==> config.mk <==
export PLATFORM = sky130hd
export DESIGN_NAME = mac_job_scheduler_flat
export DESIGN_NICKNAME = d
export VERILOG_FILES = /design/src/rtl/mac_job_scheduler_pkg.sv /design/src/rtl/mac_job_scheduler_if.sv /design/src/rtl/mac_job_scheduler_rr_arbiter.sv /design/src/rtl/mac_job_scheduler.sv /design/src/flat_wrapper.sv
export SDC_FILE = /design/constraint.sdc
export NUM_CORES = 1
export LEC_CHECK = 0
export BUFFER_PORTS_ARGS = -buffer_cell sky130_fd_sc_hd__buf_2
export CAP_MARGIN = 15
export CELL_PAD_IN_SITES_DETAIL_PLACEMENT = 1
export CELL_PAD_IN_SITES_GLOBAL_PLACEMENT = 1
export CORE_AREA = 2 2 297 299
export CTS_CLUSTER_SIZE = 30
export DETAILED_ROUTE_END_ITERATION = 6
export DIE_AREA = 0 0 299 301
export PLACE_DENSITY_LB_ADDON = 0.1
export SKIP_LAST_GASP = 1
export SLEW_MARGIN = 20
export SYNTH_ARGS = -nofsm -noshare
export SYNTH_HDL_FRONTEND = slang
export SYNTH_SLANG_ARGS = --single-unit
export TNS_END_PERCENT = 1
==> constraint.sdc <==
create_clock -name clk_i -period 21.5 [get_ports clk_i]
set_input_delay 5.375 -clock clk_i [delete_from_list [all_inputs] [get_ports clk_i]]
set_output_delay 5.375 -clock clk_i [all_outputs]
set_load 0.01 [all_outputs]
==> src/rtl/mac_job_scheduler_pkg.sv <==
// Shared types and defaults for the MAC job scheduler slice.
package mac_package;

  localparam int MAC_SCHED_N_REQ = 4;
  localparam int MAC_SCHED_N_CTX = 2;

  typedef struct packed {
    logic [31:0] a_addr;
    logic [31:0] b_addr;
    logic [31:0] c_addr;
    logic [31:0] d_addr;
    logic [15:0] len;
    logic [4:0]  shift;
  } mac_job_t;

  typedef enum logic [1:0] {
    SCHED_IDLE,
    SCHED_START,
    SCHED_RUN
  } sched_state_t;

endpackage

==> src/rtl/mac_job_scheduler_if.sv <==
// Request, dispatch and status bundle between the cores/MAC FSM (master) and the scheduler (slave).
interface mac_job_scheduler_if
  import mac_package::*;
#(
  parameter int N_REQ = MAC_SCHED_N_REQ,
  parameter int N_CTX = MAC_SCHED_N_CTX
);

  logic                     clear;
  logic [N_REQ-1:0]         req_valid;
  logic [N_REQ-1:0]         req_ready;
  mac_job_t [N_REQ-1:0]     req_job;
  logic                     start;
  mac_job_t                 job;
  logic                     done;
  logic [N_REQ-1:0]         evt;
  logic                     busy;
  logic [$clog2(N_CTX):0]   q_cnt;

  modport master (
    output clear, req_valid, req_job, done,
    input  req_ready, start, job, evt, busy, q_cnt
  );

  modport slave (
    input  clear, req_valid, req_job, done,
    output req_ready, start, job, evt, busy, q_cnt
  );

endinterface

==> src/rtl/mac_job_scheduler_rr_arbiter.sv <==
// Round-robin grant: first valid requester at or after the pointer; pointer moves past each winner.
module mac_rr_arbiter #(
  parameter int N_REQ = 4,
  parameter int ID_W  = $clog2(N_REQ)
) (
  input  logic             clk_i,
  input  logic             rst_ni,
  input  logic             clear,
  input  logic             enable,
  input  logic [N_REQ-1:0] valid,
  output logic [N_REQ-1:0] grant,
  output logic [ID_W-1:0]  grant_idx,
  output logic             granted
);

  logic [ID_W-1:0] rr_q;

  always_comb begin : grant_sel
    logic [ID_W-1:0] idx;
    idx       = '0;
    grant     = '0;
    grant_idx = '0;
    granted   = 1'b0;
    for (int i = 0; i < N_REQ; i++) begin
      idx = ID_W'((int'(rr_q) + i) % N_REQ);
      if (enable && !granted && valid[idx]) begin
        grant[idx] = 1'b1;
        grant_idx  = idx;
        granted    = 1'b1;
      end
    end
  end

  always_ff @(posedge clk_i or negedge rst_ni) begin
    if (!rst_ni) begin
      rr_q <= '0;
    end else if (clear) begin
      rr_q <= '0;
    end else if (granted) begin
      rr_q <= (int'(grant_idx) == N_REQ - 1) ? '0 : grant_idx + 1'b1;
    end
  end

endmodule

==> src/rtl/mac_job_scheduler.sv <==
// Arbitrates core job requests into a small FIFO and dispatches them one at a time to the MAC FSM.
//   state       | meaning
//   SCHED_IDLE  | nothing dispatched; retire len==0 heads, else launch head
//   SCHED_START | one-cycle start pulse with head descriptor
//   SCHED_RUN   | waiting for done from the MAC FSM
module mac_job_scheduler
  import mac_package::*;
#(
  parameter int N_REQ = MAC_SCHED_N_REQ,
  parameter int N_CTX = MAC_SCHED_N_CTX,
  parameter int ID_W  = $clog2(N_REQ)
) (
  input logic                clk_i,
  input logic                rst_ni,
  mac_job_scheduler_if.slave bus
);

  localparam int PTR_W = $clog2(N_CTX);

  typedef struct packed {
    mac_job_t        job;
    logic [ID_W-1:0] owner;
  } entry_t;

  entry_t           mem [N_CTX];
  entry_t           head;
  logic [PTR_W-1:0] wr_ptr, rd_ptr;
  logic [PTR_W:0]   count;
  logic             full, empty, push, pop;
  logic [ID_W-1:0]  gnt_idx;
  sched_state_t     state_q, state_d;
  logic [N_REQ-1:0] evt_q, evt_d;

  assign full  = (count == (PTR_W+1)'(N_CTX));
  assign empty = (count == '0);
  assign head  = mem[rd_ptr];

  mac_rr_arbiter #(.N_REQ(N_REQ), .ID_W(ID_W)) u_arb (
    .clk_i     (clk_i),
    .rst_ni    (rst_ni),
    .clear     (bus.clear),
    .enable    (!full),
    .valid     (bus.req_valid),
    .grant     (bus.req_ready),
    .grant_idx (gnt_idx),
    .granted   (push)
  );

  // Storage needs no reset: pointers and count define which entries are live.
  always_ff @(posedge clk_i) begin
    if (push) mem[wr_ptr] <= '{job: bus.req_job[gnt_idx], owner: gnt_idx};
  end

  always_ff @(posedge clk_i or negedge rst_ni) begin
    if (!rst_ni) begin
      wr_ptr <= '0;
      rd_ptr <= '0;
      count  <= '0;
    end else if (bus.clear) begin
      wr_ptr <= '0;
      rd_ptr <= '0;
      count  <= '0;
    end else begin
      if (push) wr_ptr <= wr_ptr + 1'b1;
      if (pop)  rd_ptr <= rd_ptr + 1'b1;
      if (push && !pop)      count <= count + 1'b1;
      else if (pop && !push) count <= count - 1'b1;
    end
  end

  always_comb begin
    state_d = state_q;
    pop     = 1'b0;
    evt_d   = '0;
    case (state_q)
      SCHED_IDLE: begin
        if (!empty) begin
          if (head.job.len == '0) begin
            pop               = 1'b1;
            evt_d[head.owner] = 1'b1;
          end else begin
            state_d = SCHED_START;
          end
        end
      end
      SCHED_START: state_d = SCHED_RUN;
      SCHED_RUN: begin
        if (bus.done) begin
          pop               = 1'b1;
          evt_d[head.owner] = 1'b1;
          state_d           = SCHED_IDLE;
        end
      end
      default: state_d = SCHED_IDLE;
    endcase
  end

  always_ff @(posedge clk_i or negedge rst_ni) begin
    if (!rst_ni) begin
      state_q <= SCHED_IDLE;
      evt_q   <= '0;
    end else if (bus.clear) begin
      state_q <= SCHED_IDLE;
      evt_q   <= '0;
    end else begin
      state_q <= state_d;
      evt_q   <= evt_d;
    end
  end

  assign bus.start = (state_q == SCHED_START);
  assign bus.job   = (state_q != SCHED_IDLE) ? head.job : '0;
  assign bus.evt   = evt_q;
  assign bus.busy  = (state_q != SCHED_IDLE) || !empty;
  assign bus.q_cnt = count;

endmodule

==> src/flat_wrapper.sv <==
// flat-port wrapper written by rule: the top's interface ports become plain ports
module mac_job_scheduler_flat import mac_package::*;
#(
  parameter int N_REQ = MAC_SCHED_N_REQ,
  parameter int N_CTX = MAC_SCHED_N_CTX,
  parameter int ID_W  = $clog2(N_REQ)
)
  (clk_i, rst_ni, bus_clear, bus_req_valid, bus_req_job, bus_done, bus_req_ready, bus_start, bus_job, bus_evt, bus_busy, bus_q_cnt);
  mac_job_scheduler_if #(.N_REQ(N_REQ), .N_CTX(N_CTX)) bus_i ();
  input logic clk_i;
  input logic rst_ni;
  input wire logic [$bits(bus_i.clear)-1:0] bus_clear;
  input wire logic [$bits(bus_i.req_valid)-1:0] bus_req_valid;
  input wire logic [$bits(bus_i.req_job)-1:0] bus_req_job;
  input wire logic [$bits(bus_i.done)-1:0] bus_done;
  output wire logic [$bits(bus_i.req_ready)-1:0] bus_req_ready;
  output wire logic [$bits(bus_i.start)-1:0] bus_start;
  output wire logic [$bits(bus_i.job)-1:0] bus_job;
  output wire logic [$bits(bus_i.evt)-1:0] bus_evt;
  output wire logic [$bits(bus_i.busy)-1:0] bus_busy;
  output wire logic [$bits(bus_i.q_cnt)-1:0] bus_q_cnt;
  assign bus_i.clear = bus_clear;
  assign bus_i.req_valid = bus_req_valid;
  assign bus_i.req_job = bus_req_job;
  assign bus_i.done = bus_done;
  assign bus_req_ready = bus_i.req_ready;
  assign bus_start = bus_i.start;
  assign bus_job = bus_i.job;
  assign bus_evt = bus_i.evt;
  assign bus_busy = bus_i.busy;
  assign bus_q_cnt = bus_i.q_cnt;
  mac_job_scheduler #(.N_REQ(N_REQ), .N_CTX(N_CTX), .ID_W(ID_W)) u_core (.clk_i(clk_i), .rst_ni(rst_ni), .bus(bus_i));
endmodule
==> summary.md <==
| Metric | Value |
|---|---|
| Crit. End Element | `primary output` |
| Critical Path Source Type | `input pin` |
| Worst VDD drop | `111 µV` |
| Ranking of synthesized cells by area | `edfxtp_1 (57%), mux4_2 (21%), mux2i_1 (9.8%)` |
| Die width | `299 µm` |
| Detail Route Antenna Nets | `0` |
| # IOs | `765` |
| H-tree depth | `2` |
| Sequential share of the synthesized area | `0.588` |
| Post-CTS Hold Fix Bufs | `0` |
| Via count | `11,700` |
| Die area | `90,000 µm²` |
| CP Data Required Time | `16.12 ns` |
| Post-Syn Area | `15,900 µm²` |
| Wire per inst | `21.6 µm` |
| Layout area overhead | `40.0%` |
| Pint | `2.41 mW` |
| Combinational fraction of design power | `0.464` |
| Syn avg cell area | `17.0 µm²` |
| First-pass GRT wire length | `88,100 µm` |
| Nets | `2,300` |
| Final Instance Area | `22,300 µm²` |
| Max Clk Rate | `79.7 MHz` |
| Antenna violations before repair | `12` |
| Critical Path, Cell by Cell | `buf_2 -> mux4_2 -> nor3_2 -> and2_1 -> a22oi_1 -> o21ai_0 -> buf_2` |
| Final min period | `12.55 ns` |
| Hold slack | `0.618 ns` |
| DRT iter0 DRCs | `452` |
| Crit Path Category | `input pin to primary output` |
| Synth area leader | `edfxtp_1` |
| Largest net degree at the start of global routing | `66` |
| Die Y | `301 µm` |
| Port Buffers | `764` |
| Worst Hold Class | `flop to flop` |
| Cell Rows | `108` |
| Clk_lat worst skew | `0.56 ns` |
| CTS Buffer Depth | `3` |
| Top cell type's share of synthesized area | `0.569` |
| Power Total | `3.81 mW` |
| Router iterations before antenna repair | `4` |
| Cells after synthesis | `940` |
| Final hold viol count | `0` |
| Setup violations, final | `0` |
| Filler Cell Count | `9,634` |
| P per Cell Area | `171 nW/µm²` |
| Initial core utilization | `0.184` |
| Routed WL | `62,100 µm` |
| Crit path DAT | `7.17 ns` |
| Fraction of registers with async set/reset | `0.0382` |
| Core area | `86,500 µm²` |
| Yosys warns | `0` |
| Number of remaining DRC errors | `0` |
| FF/Latch Area | `9370 µm²` |
| CTS tree | `done` |
| Critical path peak fanout | `10` |
| Synthesized Nets | `1,549` |
| Static leakage | `8.73 nW` |
| Clock-pin slew on the worst setup and hold paths | `0.05 ns` |
| GPL Wtd Cong | `0.868` |
| CTS Root Cell | `clkbuf_16` |
| Clock skew | `0.0333 ns` |
| Number of global-route vias before repair | `13,000` |
| Slew @ Worst Pin | `1.03 ns` |
| TritonCTS Sinks | `314` |
| Area of the multi-input gates | `6200 µm²` |
| Grt ovf | `0` |
| RSZ-0062 raised after global routing | `no` |
| Most used flip-flop cell after synthesis | `edfxtp_1` |
| Slowest stage cell, crit path | `mux4_2` |
| Sw frac | `0.368` |
| Net Sw Power | `1.40 mW` |
| Status | `complete, no violations` |
| Max stage delay on crit path | `0.61 ns` |
| Slew Limit Fails | `0` |
| MaxCap Viol Count | `0` |
| Post-synth EDFFs | `302` |
| Tcrit/Tclk final | `0.584` |
| Most frequent CP cell | `buf_2` |
| Post-synth cell types | `44` |
| Vias/cell | `4.08` |
| HPWL Detailed | `47,700 µm` |
| Power share of the clock group | `0.180` |
| #FFs+latches synth | `314` |
| Slew headroom | `0.312` |
| All-Layer GR Usage | `0.132` |
| Share of cells above drive strength 1 | `0.580` |
| Setup TNS | `0 ns` |
| Resize count post-CTS | `0` |
| DP Area | `21,000 µm²` |
| Power share of the sequential group | `0.356` |
| Post-CTS setup buffer count | `0` |
| CTS Buf Count | `42` |
## through the flow
| stage | utilization | worst slack, ns | std cells |
|---|---|---|---|
| global placement | 0.243 | 9.00 | 2802 |
| global route | 0.258 | 8.85 | 2878 |
| detailed placement | 0.243 | 8.96 | 2802 |
| finish | 0.258 | 8.95 | 2878 |
| floorplan | - | 8.58 | 940 |
| CTS | 0.258 | 8.96 | 2876 |
## sequential cells by signal (all words and copies together), names as in the netlist
register	flops
u_core.rd_ptr	1
u_core.u_arb.rr_q	2
u_core.mem	302
u_core.state_q	2
u_core.bus.evt	4
u_core.bus.q_cnt	2
u_core.wr_ptr	1
## path summary, 6_finish.rpt
check	end	startpoint	slack (ns)	cells past startpoint
min in group asynchronous	u_core.rd_ptr	rst_ni	4.70	1
max in group asynchronous	u_core.rd_ptr	rst_ni	16.54	1
hold reg to reg	u_core.bus.evt[0]	u_core.mem[0][1]	0.62	2
setup reg to reg	u_core.mem[1][47]	u_core.u_arb.rr_q[0]	15.40	10
hold / removal	u_core.bus.evt[0]	u_core.mem[0][1]	0.62	2
setup / recovery	bus_req_ready[3]	bus_req_valid[3]	8.95	7
## layout make-up
| type | instances | area share |
|---|---|---|
| diodes | 2 | 0.000224 |
| clock buffers | 50 | 0.0489 |
| clock inverters | 24 | 0.0111 |
| inverters | 4 | 0.000673 |
| multi-input cells | 549 | 0.278 |
| flip-flops and latches | 314 | 0.420 |
| well taps | 1155 | 0.0648 |
| repair buffers | 780 | 0.177 |
## synthesized netlist by cell type, types with 4 or more instances
cell type / count
inv_1: 4
mux2i_1: 156
buf_2: 5
a21oi_1: 4
a22oi_1: 9
mux4_2: 152
clkbuf_1: 35
dfrtp_1: 12
ha_1: 5
buf_6: 12
nand2_1: 6
nor4_1: 9
nor3_1: 5
edfxtp_1: 302
buf_4: 6
o21ai_0: 6
buf_1: 15
nor2_1: 162
## critical path, delay by kind of cell
kind / cells / cell delay [ns]
multiplexers: 1 / 0.61
AND/OR/NAND/NOR: 2 / 0.59
buffers and inverters: 2 / 0.33
AO/OA/AOI/OAI: 2 / 0.27
## power groups by stage
stage	Clock (mW)	Combinational [mW]	Sequential, mW
final	0.686	1.77	1.36
after detailed placement	0	1.86	1.37
after CTS	0.717	1.87	1.36
after floorplan	0	1.23	1.39
after global routing	0.738	1.95	1.39
after global placement	0	1.84	1.36
## layer usage
metal	global-route usage	vias up	wire, µm
li1	-	5315	-
met1	0.145	5890	23000
met2	0.249	447	33700
met3	0.0365	79	4130
met4	0.0307	8	1190
met5	0	-	44
## layout by cell type, fill, tap and decap left out, types with 3 or more instances in the layout
cell,count
nor4_1,9
nor3_1,5
nor2b_1,3
bufinv_16,5
a22oi_1,9
clkinv_1,10
clkinv_2,7
mux2i_1,156
mux4_2,152
o21ai_0,6
nor2_1,160
clkbuf_16,42
edfxtp_1,302
dfrtp_1,11
nor4b_1,3
nand2_1,6
ha_1,5
a21oi_1,4
clkbuf_1,7
buf_2,764
buf_4,16
inv_1,4
## kinds of logic after synthesis
family / count (synthesis) / synth area share
mux: 310 / 0.314
fa+ha+maj: 5 / 0.00393
buf+inv: 77 / 0.0256
compound gates: 29 / 0.0129
flops: 314 / 0.588
simple gates: 202 / 0.0537
xor+xnor: 3 / 0.00165
No activity file was read; power rests on OpenSTA's default activity.
